### config.mk
export PLATFORM = sky130hd
export DESIGN_NAME = uart_rx_ctrl_flat
export DESIGN_NICKNAME = d
export VERILOG_FILES = /design/src/rtl/uart_pkg.sv /design/src/rtl/uart_rx_ctrl_if.sv /design/src/rtl/uart_rx_fifo.sv /design/src/rtl/uart_rx_ctrl.sv /design/src/flat_wrapper.sv
export SDC_FILE = /design/constraint.sdc
export NUM_CORES = 1
export LEC_CHECK = 0
export CAP_MARGIN = 0
export CORE_UTILIZATION = 57
export DETAILED_ROUTE_END_ITERATION = 7
export PLACE_DENSITY = 0.87
export SYNTH_ARGS = -nofsm -noshare
export SYNTH_HDL_FRONTEND = slang
export SYNTH_SLANG_ARGS = --single-unit
### constraint.sdc
create_clock -name uart_clk -period 3.08 [get_ports uart_clk]
set_input_delay 0.616 -clock uart_clk [delete_from_list [all_inputs] [get_ports uart_clk]]
set_output_delay 0.616 -clock uart_clk [all_outputs]
set_load 0.02 [all_outputs]
### src/rtl/uart_pkg.sv
// Shared state type and default sizing for the UART receive controller.
package uart_pkg;
   typedef enum logic [1:0] {OFF = 2'd0, ARM = 2'd1, RUN = 2'd2} rx_ctrl_state_t;

   localparam int OVERSAMPLE_RATE = 16;
   localparam int FIFO_DEPTH      = 4;
   localparam int BREAK_TICKS     = 160;
endpackage

### src/rtl/uart_rx_ctrl_if.sv
// Downstream received-byte stream (first-word-fall-through valid/ready).
interface uart_rx_ctrl_if;
   logic [7:0] m_data;
   logic       m_valid;
   logic       m_ready;

   modport master (output m_data, output m_valid, input m_ready);
   modport slave  (input m_data, input m_valid, output m_ready);
endinterface

### src/rtl/uart_rx_fifo.sv
// Power-of-two receive FIFO; head entry is always visible on dout.
module uart_rx_fifo #(
   parameter int DEPTH = 4,
   parameter int DW    = 8
) (
   input  logic                   uart_clk,
   input  logic                   rst_n,
   input  logic                   push,
   input  logic                   pop,
   input  logic [DW-1:0]          din,
   output logic [DW-1:0]          dout,
   output logic                   full,
   output logic                   empty,
   output logic [$clog2(DEPTH):0] count
);
   localparam int AW = $clog2(DEPTH);
   localparam int CW = AW + 1;

   logic [DEPTH-1:0][DW-1:0] mem;
   logic [AW-1:0]            wr_ptr, rd_ptr;
   logic                     do_push, do_pop;

   assign empty   = (count == '0);
   assign full    = (count == CW'(DEPTH));
   assign do_pop  = pop && !empty;
   // A pop in the same cycle frees the slot a push into a full FIFO needs.
   assign do_push = push && (!full || do_pop);
   assign dout    = mem[rd_ptr];

   always_ff @(posedge uart_clk or negedge rst_n) begin
      if (!rst_n) begin
         mem    <= '0;
         wr_ptr <= '0;
         rd_ptr <= '0;
         count  <= '0;
      end else begin
         if (do_push) begin
            mem[wr_ptr] <= din;
            wr_ptr      <= wr_ptr + AW'(1);
         end
         if (do_pop) rd_ptr <= rd_ptr + AW'(1);
         if (do_push && !do_pop)      count <= count + CW'(1);
         else if (do_pop && !do_push) count <= count - CW'(1);
      end
   end
endmodule

### src/rtl/uart_rx_ctrl.sv
// UART receive controller: sample-tick generation, line arming, byte capture
// into a FIFO, and sticky/level line status.
module uart_rx_ctrl #(
   parameter int FIFO_DEPTH      = uart_pkg::FIFO_DEPTH,
   parameter int OVERSAMPLE_RATE = uart_pkg::OVERSAMPLE_RATE,
   parameter int BREAK_TICKS     = uart_pkg::BREAK_TICKS
) (
   input  logic                        uart_clk,
   input  logic                        rst_n,
   input  logic                        cfg_enable,
   input  logic [15:0]                 cfg_divisor,
   input  logic                        rx_pin,
   output logic                        sample_tick,
   output logic                        rx_serial_sync,
   input  logic [7:0]                  core_data,
   input  logic                        core_valid,
   input  logic                        core_frame_error,
   output logic                        core_ready,
   uart_rx_ctrl_if.master              m_if,
   output logic [$clog2(FIFO_DEPTH):0] fifo_count,
   input  logic                        clr_status,
   output logic                        overrun,
   output logic                        frame_err,
   output logic                        break_detect
);
   import uart_pkg::*;

   localparam int ARM_W = $clog2(OVERSAMPLE_RATE + 1);
   localparam int BRK_W = $clog2(BREAK_TICKS + 1);

   rx_ctrl_state_t   state, state_nxt;
   logic [1:0]       sync_q;
   logic             line;
   logic [15:0]      div_cnt, div_max;
   logic [ARM_W-1:0] arm_cnt;
   logic [BRK_W-1:0] brk_cnt;
   logic             core_valid_q, core_fe_q;
   logic             push, pop, fifo_full, fifo_empty, ovr_evt, fe_evt;

   assign line           = sync_q[1];
   assign core_ready     = 1'b1;
   assign div_max        = (cfg_divisor < 16'd2) ? 16'd1 : cfg_divisor;
   assign rx_serial_sync = (state == RUN) ? line : 1'b1;
   assign break_detect   = (brk_cnt == BRK_W'(BREAK_TICKS));

   always_ff @(posedge uart_clk or negedge rst_n) begin
      if (!rst_n) sync_q <= 2'b11;
      else        sync_q <= {sync_q[0], rx_pin};
   end

   // ">=" lets a divisor shrunk below the running count wrap immediately.
   always_ff @(posedge uart_clk or negedge rst_n) begin
      if (!rst_n) begin
         div_cnt     <= '0;
         sample_tick <= 1'b0;
      end else if (state == OFF || !cfg_enable) begin
         div_cnt     <= '0;
         sample_tick <= 1'b0;
      end else if (div_cnt >= div_max - 16'd1) begin
         div_cnt     <= '0;
         sample_tick <= 1'b1;
      end else begin
         div_cnt     <= div_cnt + 16'd1;
         sample_tick <= 1'b0;
      end
   end

   always_ff @(posedge uart_clk or negedge rst_n) begin
      if (!rst_n) state <= OFF;
      else        state <= state_nxt;
   end

   always_comb begin
      state_nxt = state;
      case (state)
         OFF:     if (cfg_enable) state_nxt = ARM;
         ARM:     if (sample_tick && line && arm_cnt == ARM_W'(OVERSAMPLE_RATE - 1))
                     state_nxt = RUN;
         RUN:     state_nxt = RUN;
         default: state_nxt = OFF;
      endcase
      if (!cfg_enable) state_nxt = OFF;
   end

   always_ff @(posedge uart_clk or negedge rst_n) begin
      if (!rst_n)             arm_cnt <= '0;
      else if (state != ARM)  arm_cnt <= '0;
      else if (sample_tick)   arm_cnt <= line ? arm_cnt + ARM_W'(1) : '0;
   end

   always_ff @(posedge uart_clk or negedge rst_n) begin
      if (!rst_n)                                 brk_cnt <= '0;
      else if (state != RUN)                      brk_cnt <= '0;
      else if (sample_tick && line)               brk_cnt <= '0;
      else if (sample_tick && !break_detect)      brk_cnt <= brk_cnt + BRK_W'(1);
   end

   always_ff @(posedge uart_clk or negedge rst_n) begin
      if (!rst_n) begin
         core_valid_q <= 1'b0;
         core_fe_q    <= 1'b0;
      end else begin
         core_valid_q <= core_valid;
         core_fe_q    <= core_frame_error;
      end
   end

   assign push    = core_valid && !core_valid_q && (state == RUN);
   assign pop     = m_if.m_valid && m_if.m_ready;
   assign ovr_evt = push && fifo_full && !pop;
   assign fe_evt  = core_frame_error && !core_fe_q && (state == RUN);

   // Sticky status: a new event outranks a clear in the same cycle.
   always_ff @(posedge uart_clk or negedge rst_n) begin
      if (!rst_n) begin
         overrun   <= 1'b0;
         frame_err <= 1'b0;
      end else begin
         if (ovr_evt)         overrun <= 1'b1;
         else if (clr_status) overrun <= 1'b0;
         if (fe_evt)          frame_err <= 1'b1;
         else if (clr_status) frame_err <= 1'b0;
      end
   end

   assign m_if.m_valid = !fifo_empty;

   uart_rx_fifo #(.DEPTH(FIFO_DEPTH), .DW(8)) u_fifo (
      .uart_clk (uart_clk),
      .rst_n    (rst_n),
      .push     (push),
      .pop      (pop),
      .din      (core_data),
      .dout     (m_if.m_data),
      .full     (fifo_full),
      .empty    (fifo_empty),
      .count    (fifo_count)
   );
endmodule

### src/flat_wrapper.sv
// flat-port wrapper written by rule: the top's interface ports become plain ports
module uart_rx_ctrl_flat import uart_pkg::*;
#(
   parameter int FIFO_DEPTH      = uart_pkg::FIFO_DEPTH,
   parameter int OVERSAMPLE_RATE = uart_pkg::OVERSAMPLE_RATE,
   parameter int BREAK_TICKS     = uart_pkg::BREAK_TICKS
)
  (uart_clk, rst_n, cfg_enable, cfg_divisor, rx_pin, sample_tick, rx_serial_sync, core_data, core_valid, core_frame_error, core_ready, fifo_count, clr_status, overrun, frame_err, break_detect, m_if_m_data, m_if_m_valid, m_if_m_ready);
  uart_rx_ctrl_if m_if_i ();
  input  logic uart_clk;
  input  logic rst_n;
  input  logic cfg_enable;
  input  logic [15:0] cfg_divisor;
  input  logic rx_pin;
  output logic sample_tick;
  output logic rx_serial_sync;
  input  logic [7:0] core_data;
  input  logic core_valid;
  input  logic core_frame_error;
  output logic core_ready;
  output logic [$clog2(FIFO_DEPTH):0] fifo_count;
  input  logic clr_status;
  output logic overrun;
  output logic frame_err;
  output logic break_detect;
  output wire logic [$bits(m_if_i.m_data)-1:0] m_if_m_data;
  output wire logic [$bits(m_if_i.m_valid)-1:0] m_if_m_valid;
  input wire logic [$bits(m_if_i.m_ready)-1:0] m_if_m_ready;
  assign m_if_m_data = m_if_i.m_data;
  assign m_if_m_valid = m_if_i.m_valid;
  assign m_if_i.m_ready = m_if_m_ready;
  uart_rx_ctrl #(.FIFO_DEPTH(FIFO_DEPTH), .OVERSAMPLE_RATE(OVERSAMPLE_RATE), .BREAK_TICKS(BREAK_TICKS)) u_core (.uart_clk(uart_clk), .rst_n(rst_n), .cfg_enable(cfg_enable), .cfg_divisor(cfg_divisor), .rx_pin(rx_pin), .sample_tick(sample_tick), .rx_serial_sync(rx_serial_sync), .core_data(core_data), .core_valid(core_valid), .core_frame_error(core_frame_error), .core_ready(core_ready), .m_if(m_if_i), .fifo_count(fifo_count), .clr_status(clr_status), .overrun(overrun), .frame_err(frame_err), .break_detect(break_detect));
endmodule
# Yosys cells after proc, flatten, opt, wreduce, memory -nomap -nowiden
# Cells that the tools add are included.
# classes
addsub,8
magnitude_cmp,5
eq_ne,8
n_mux,25
reduce_logical,33
# op_table
cell,count
$mux W16,3
$mux W8,5
$bwmux W32,1
$add A16 B1 Y16 const B,1
$bmux W8 S2,1
$demux W8 S2,1
$ge A16 B16 Y1,1
$lt A16 B2 Y1 const B,1
$sub A16 B1 Y16 const B,1
$logic_and A1 B1 Y1,15
$mux W5,3
$logic_not A1 Y1,9
$add A8 B1 Y8 const B,1
$eq A8 B8 Y1 const B,1
$reduce_bool A2 Y1,4
$lt A2 B3 Y1 const B,2
$mux W1,6
$mux W3,2
$pmux W2 S3,1
$add A5 B1 Y5 const B,1
$eq A5 B4 Y1 const B,1
$add A2 B1 Y2 const B,2
$mux W2,2
$add A3 B1 Y3 const B,1
other kinds (12),13
# totals
regBits,77
input_bits,32
output_inout_bits,18
word_cells,96

# Longest topological paths before layout
# Gate-level depths: netlist of run 1.
# depth
word_depth,10
ltp_mapped,15
mapped_depth_nobuf,14

# Hierarchy
# Synthesis of run 1 repeated with hierarchy kept, for this count alone.
# hier_totals
cells_unflattened,378
hier_area_um2,4269.1
# modules_own_cells
module,n_inst,cells_each,area_each_um2,seq_area_each_um2
uart_rx_ctrl,1,265,2474.9,953.4
uart_rx_fifo,1,113,1794.2,975.9

# Worst setup path after synthesis of run 1
# OpenSTA, ideal clock, no wires.
# synth_timing
kind,input-to-reg
start,input port cfg_divisor[5]
end,register u_core.div_cnt[10]
setup_time_ns,0.138
arrival_time_ns,3.798
t_required_ns,2.942
setup_slack_ns,-0.856
path_stages,14
n_path_buf,2
path_cell_list,clkbuf_1 > nor4_1 > nor2_1 > ha_1 > or4b_1 > nor3_1 > nand3_1 > xor2_1 > ha_1 > nand4_1 > or4_4 > o31ai_4 > buf_6 > nor4_1
# synth_between
elab_chain_len,6
# synth_rtl
item,line,source
from (decl),flat_wrapper.sv:13,input logic [15:0] cfg_divisor;
$lt A16 B2 Y1,uart_rx_ctrl.sv:42,assign div_max = (cfg_divisor < 16'd2) ? 16'd1 : cfg_divisor;
$mux W16 (*),uart_rx_ctrl.sv:42,
$sub A16 B1 Y16 (*),uart_rx_ctrl.sv:59,end else if (div_cnt >= div_max - 16'd1) begin
$ge A16 B16 Y1 (*),uart_rx_ctrl.sv:59,
$mux W16 (*),uart_rx_ctrl.sv:59,
$mux W16 (*),uart_rx_ctrl.sv:56,end else if (state == OFF || !cfg_enable) begin
to (signal assigned),uart_rx_ctrl.sv:63,div_cnt <= div_cnt + 16'd1;
to (decl),uart_rx_ctrl.sv:34,"logic [15:0] div_cnt, div_max;"
# Every way passes the cells marked *; elsewhere a longest branch is shown, timed or not.
# A chain may end at the register's enable or synchronous reset.

# Worst setup path after layout of run 1
# layout_timing
start,input port cfg_divisor[8]
end,register u_core.div_cnt[3]
# The elaborated chain is that of the path after synthesis.

==> reports/summary.md, run 1 <==
### Critical path
• input port — critical path startpoint category
• register — Critical Path End Type
• 8 — largest driver fanout on the critical path
• 10 — Register-to-Register Path Depth
• 3.31 ns — required time of the worst setup path
• in -> reg — Crit Path Class
• 3.95 ns — data arrival at the endpoint of the critical path
• u_core.state[0] — Reg2Reg Launch Point
• 0.70 ns — R2R Setup Slk
• u_core.u_fifo.count[2] — r2r endpoint

### Clock tree
• 0.09 ns — clock-pin transition on the worst setup and hold timing paths
• 2 — buffers from clock root to sink, at most
• 0.36 ns — clock insertion delay at the later pin of the skew report
• done — CTS tree
• clkbuf_8 — clock root cell
• 3 — H-tree levels
• 9 — clock buffers created by TritonCTS
• 77 — CTS sink cnt

### Outcome
• complete, but fails checks — status
• setup timing — violated checks

### Placed design
• 554 — cell count after placement
• 48 — quantity of I/O buffers inserted on ports
• 0.802 — final estimated routing congestion in global placement
• -1.40 ns — dpl ws
• 6.77 mm — hpwl dp

### Logic synthesis
• 0 — count of flip-flops with a built-in enable after synthesis
• 0.437 — share of synthesized area occupied by flip-flops and latches
• 448 — synthesized netlist net count
• 0 — count of warnings emitted by yosys
• 1.00 — share of synthesized flip-flops with an asynchronous set or reset
• 60 — library cells used by synthesis
• 11.5 um2 — Syn Area/Cell
• 384 — number of cells produced by synthesis
• 4420 um2 — summed instance area of the synthesized netlist
• dfrtp_1 — predominant post-synthesis flop cell
• dfrtp_1 — most instantiated library cell after synthesis
• dfrtp_1, mux2_2, ha_1 — top cell types by occurrence after synthesis
• 0.425 — top cell type's share of synthesized area
• dfrtp_1, ha_1, mux2_2 — top post-synthesis cells by area
• dfrtp_1 — top cell type by total area after synthesis
• 77 — register bit total from synthesis

### Die
• 0.600 — starting density of the core
• 7370 um2 — CORE AREA
• 50 — I/O Pins
• 90.1 um — height of the chip
• 90.1 um — Die Width
• 8110 um2 — die area
• 31 — Row Count

### Global route
• 0.273 — all-layer global routing usage
• 0 — GRT Residual Overflow
• 39 — pin count of the biggest net entering global routing
• 0 — antenna violations before repair
• 17.5 mm — wire length of the first global-routing pass
• 3543 — via count of the first global-routing pass

### Finish
• 0.310 — fraction of layout instances using a drive strength above 1
• 439 — Filler cells
• 1930 um2 — sequential cell area
• 28.4% — area delta synth->final
• 0 — n_diodes
• 2560 um2 — multi-input logic area
• 539 — layout net count
• 579 — filler-free cell count of the finished design
• 0.770 — Final Core Density

### Timing
• 17 — final number of setup-violating endpoints
• 0.437 — headroom to the max-slew limit
• 269 MHz — Max Freq
• 0 — number of max-slew violations in the final report
• true — setup repair after global routing missed its margin
• 0.356 ns — Hold Slack
• 3.71 ns — final critical-path required period
• -0.632 ns — final worst-path setup slack
• 1.21 — crit share post-route
• 0.844 ns — worst slew pin tran
• 0.0130 ns — final clock skew
• 0 — hold violation total from the final report

### Detailed routing
• 576 um — Met3 Wirelength
• 0 — count of nets left with antenna violations after detail routing
• 0 — post-route DRC violation count
• 4.55 mm — met1 layer wirelength in the final routing
• 5 — Detailed Routing Iterations Pass 1
• 11.0 mm — Routed WL
• met4 — top layer in use
• 6.16 — ratio of routed vias to standard cells
• 5.58 mm — met2 WL
• 3565 — DR vias
• 279 — initial detailed-routing violation count
• 19.1 um — post-DR wirelength/cell

### Power and ir drop
• 2.46 nW — leakage power
• 0.515 mV — peak supply drop
• 618 nW/um2 — pwr dens

### Hold path
• in -> async — Hold WC Path Type

### Job
• 0 — number of maximum-capacitance violations

cells in the final DEF, fill, tap and decap left out, drive strengths merged, types with 9 or more instances in the layout:
cell | synthesis | final
mux2 | 34 | 34
nand3 | 18 | 18
nand4 | 11 | 11
inv | 16 | 18
xnor2 | 12 | 12
xor2 | 21 | 21
clkbuf | 4 | 9
o21ai | 10 | 10
ha | 31 | 31
nor4 | 20 | 20
nor2 | 15 | 15
clkdlybuf4s50 | 0 | 31
dfrtp | 75 | 75
buf | 5 | 55
nand2 | 24 | 24
through the flow:
step | TNS, ns | area, um2 | total power, mW
detailed placement | -23.30 | 5290 | 2.61
global route | -11.26 | 5680 | 3.67
finish | -10.24 | 5680 | 3.51
floorplan | -10.46 | 4480 | 2.14
global placement | -19.92 | 5290 | 2.53
CTS | -7.77 | 5620 | 3.49
worst max path at each step:
stage,end,cells past startpoint,slack (ns),startpoint
4_1_cts,u_core.div_cnt[15],16,-0.47,cfg_divisor[1]
3_3_place_gp,u_core.div_cnt[15],16,-1.20,cfg_divisor[13]
2_1_floorplan,u_core.div_cnt[0],15,-0.69,cfg_divisor[13]
3_5_place_dp,u_core.div_cnt[6],16,-1.40,cfg_divisor[10]
6_report,u_core.div_cnt[3],17,-0.63,cfg_divisor[8]
5_1_grt,u_core.div_cnt[3],17,-0.69,cfg_divisor[9]
worst max-delay path, cell delays in order:
cell and delay [ns]:
buf_4 0.11, nor4_4 0.07, nand3_4 0.08, nor4_4 0.04, nor2_2 0.14, ha_2 0.19
or4b_4 0.50, nor3_4 0.27, nand3b_1 0.15, xor2_1 0.17, ha_1 0.32, nand4_1 0.16
or4_4 0.58, o31ai_4 0.19, buf_6 0.16, buf_12 0.13, nor4_1 0.07
power breakdown:
| part | switching, mW | total (mW) | internal [mW] | leakage (nW) |
|---|---|---|---|---|
| logic | 0.582 | 1.26 | 0.682 | 1.33 |
| registers | 0.217 | 1.45 | 1.23 | 1.03 |
| clock network | 0.409 | 0.794 | 0.385 | 0.0980 |
layer usage:
| layer | up-vias | global-route usage |
|---|---|---|
| met4 | 0 | 0.0981 |
| met2 | 164 | 0.459 |
| li1 | 1589 | - |
| met1 | 1772 | 0.344 |
| met3 | 40 | 0.0635 |
| met5 | - | 0 |
cell type report:
type                            instances  area share
Inverter                               16      0.0106
Timing Repair Buffer                   89       0.140
Clock inverter                          7      0.0146
Clock buffer                            9      0.0218
Tap cell                               99      0.0218
Multi-Input combinational cell        282       0.451
Sequential cell                        77       0.340
registers in the layout, summed over array words and instances, names as in the netlist, 2 cells and up:
signal,cells
u_core.u_fifo.mem,32
u_core.div_cnt,16
u_core.brk_cnt,8
u_core.arm_cnt,5
u_core.u_fifo.count,3
u_core.state,2
u_core.sync_q,2
u_core.u_fifo.rd_ptr,2
u_core.u_fifo.wr_ptr,2
timing repair:
item / 4_1_cts / 5_1_grt
buffers inserted: 5 / 4
gates cloned: 1 / 0
endpoints found under the hold margin: 0 / 0
hold buffers: 0 / 0
gates resized for setup: 74 / 14
pin swaps: 17 / 8
setup endpoints to repair: 17 / 17
kinds of logic (layout without fill, tap and decap cells):
kind of cell | count (synthesis) | count (layout) | share of synthesized area
buffers and inverters | 25 | 121 | 0.0243
adder cells (fa/ha/maj) | 32 | 32 | 0.0923
AND/OR/NAND/NOR | 132 | 132 | 0.177
flip-flops | 77 | 77 | 0.437
other | 1 | 1 | 0.000849
AO/OA/AOI/OAI | 39 | 39 | 0.0691
multiplexers | 45 | 45 | 0.134
XOR/XNOR | 33 | 33 | 0.0654
(Power assumes the default switching activity.)
==> inputs of run 2 (changes only) <==
--- a/config.mk
+++ b/config.mk
@@ -5,6 +5,7 @@
 export SDC_FILE = /design/constraint.sdc
 export NUM_CORES = 1
 export LEC_CHECK = 0
+export ABC_CLOCK_PERIOD_IN_PS = 3080
 export CAP_MARGIN = 0
 export CORE_UTILIZATION = 57
 export DETAILED_ROUTE_END_ITERATION = 7
==> results of run 2 <==
No change in the layout: final DEF, timing and power equal those of run 1.
==> inputs of run 3 (changes only) <==
--- a/config.mk
+++ b/config.mk
@@ -6,10 +6,11 @@
 export NUM_CORES = 1
 export LEC_CHECK = 0
 export ABC_CLOCK_PERIOD_IN_PS = 3080
-export CAP_MARGIN = 0
+export CAP_MARGIN = 20
 export CORE_UTILIZATION = 57
 export DETAILED_ROUTE_END_ITERATION = 7
 export PLACE_DENSITY = 0.87
+export SLEW_MARGIN = 20
 export SYNTH_ARGS = -nofsm -noshare
 export SYNTH_HDL_FRONTEND = slang
 export SYNTH_SLANG_ARGS = --single-unit
==> results of run 3 <==
No change in the layout: final DEF, timing and power equal those of run 1.
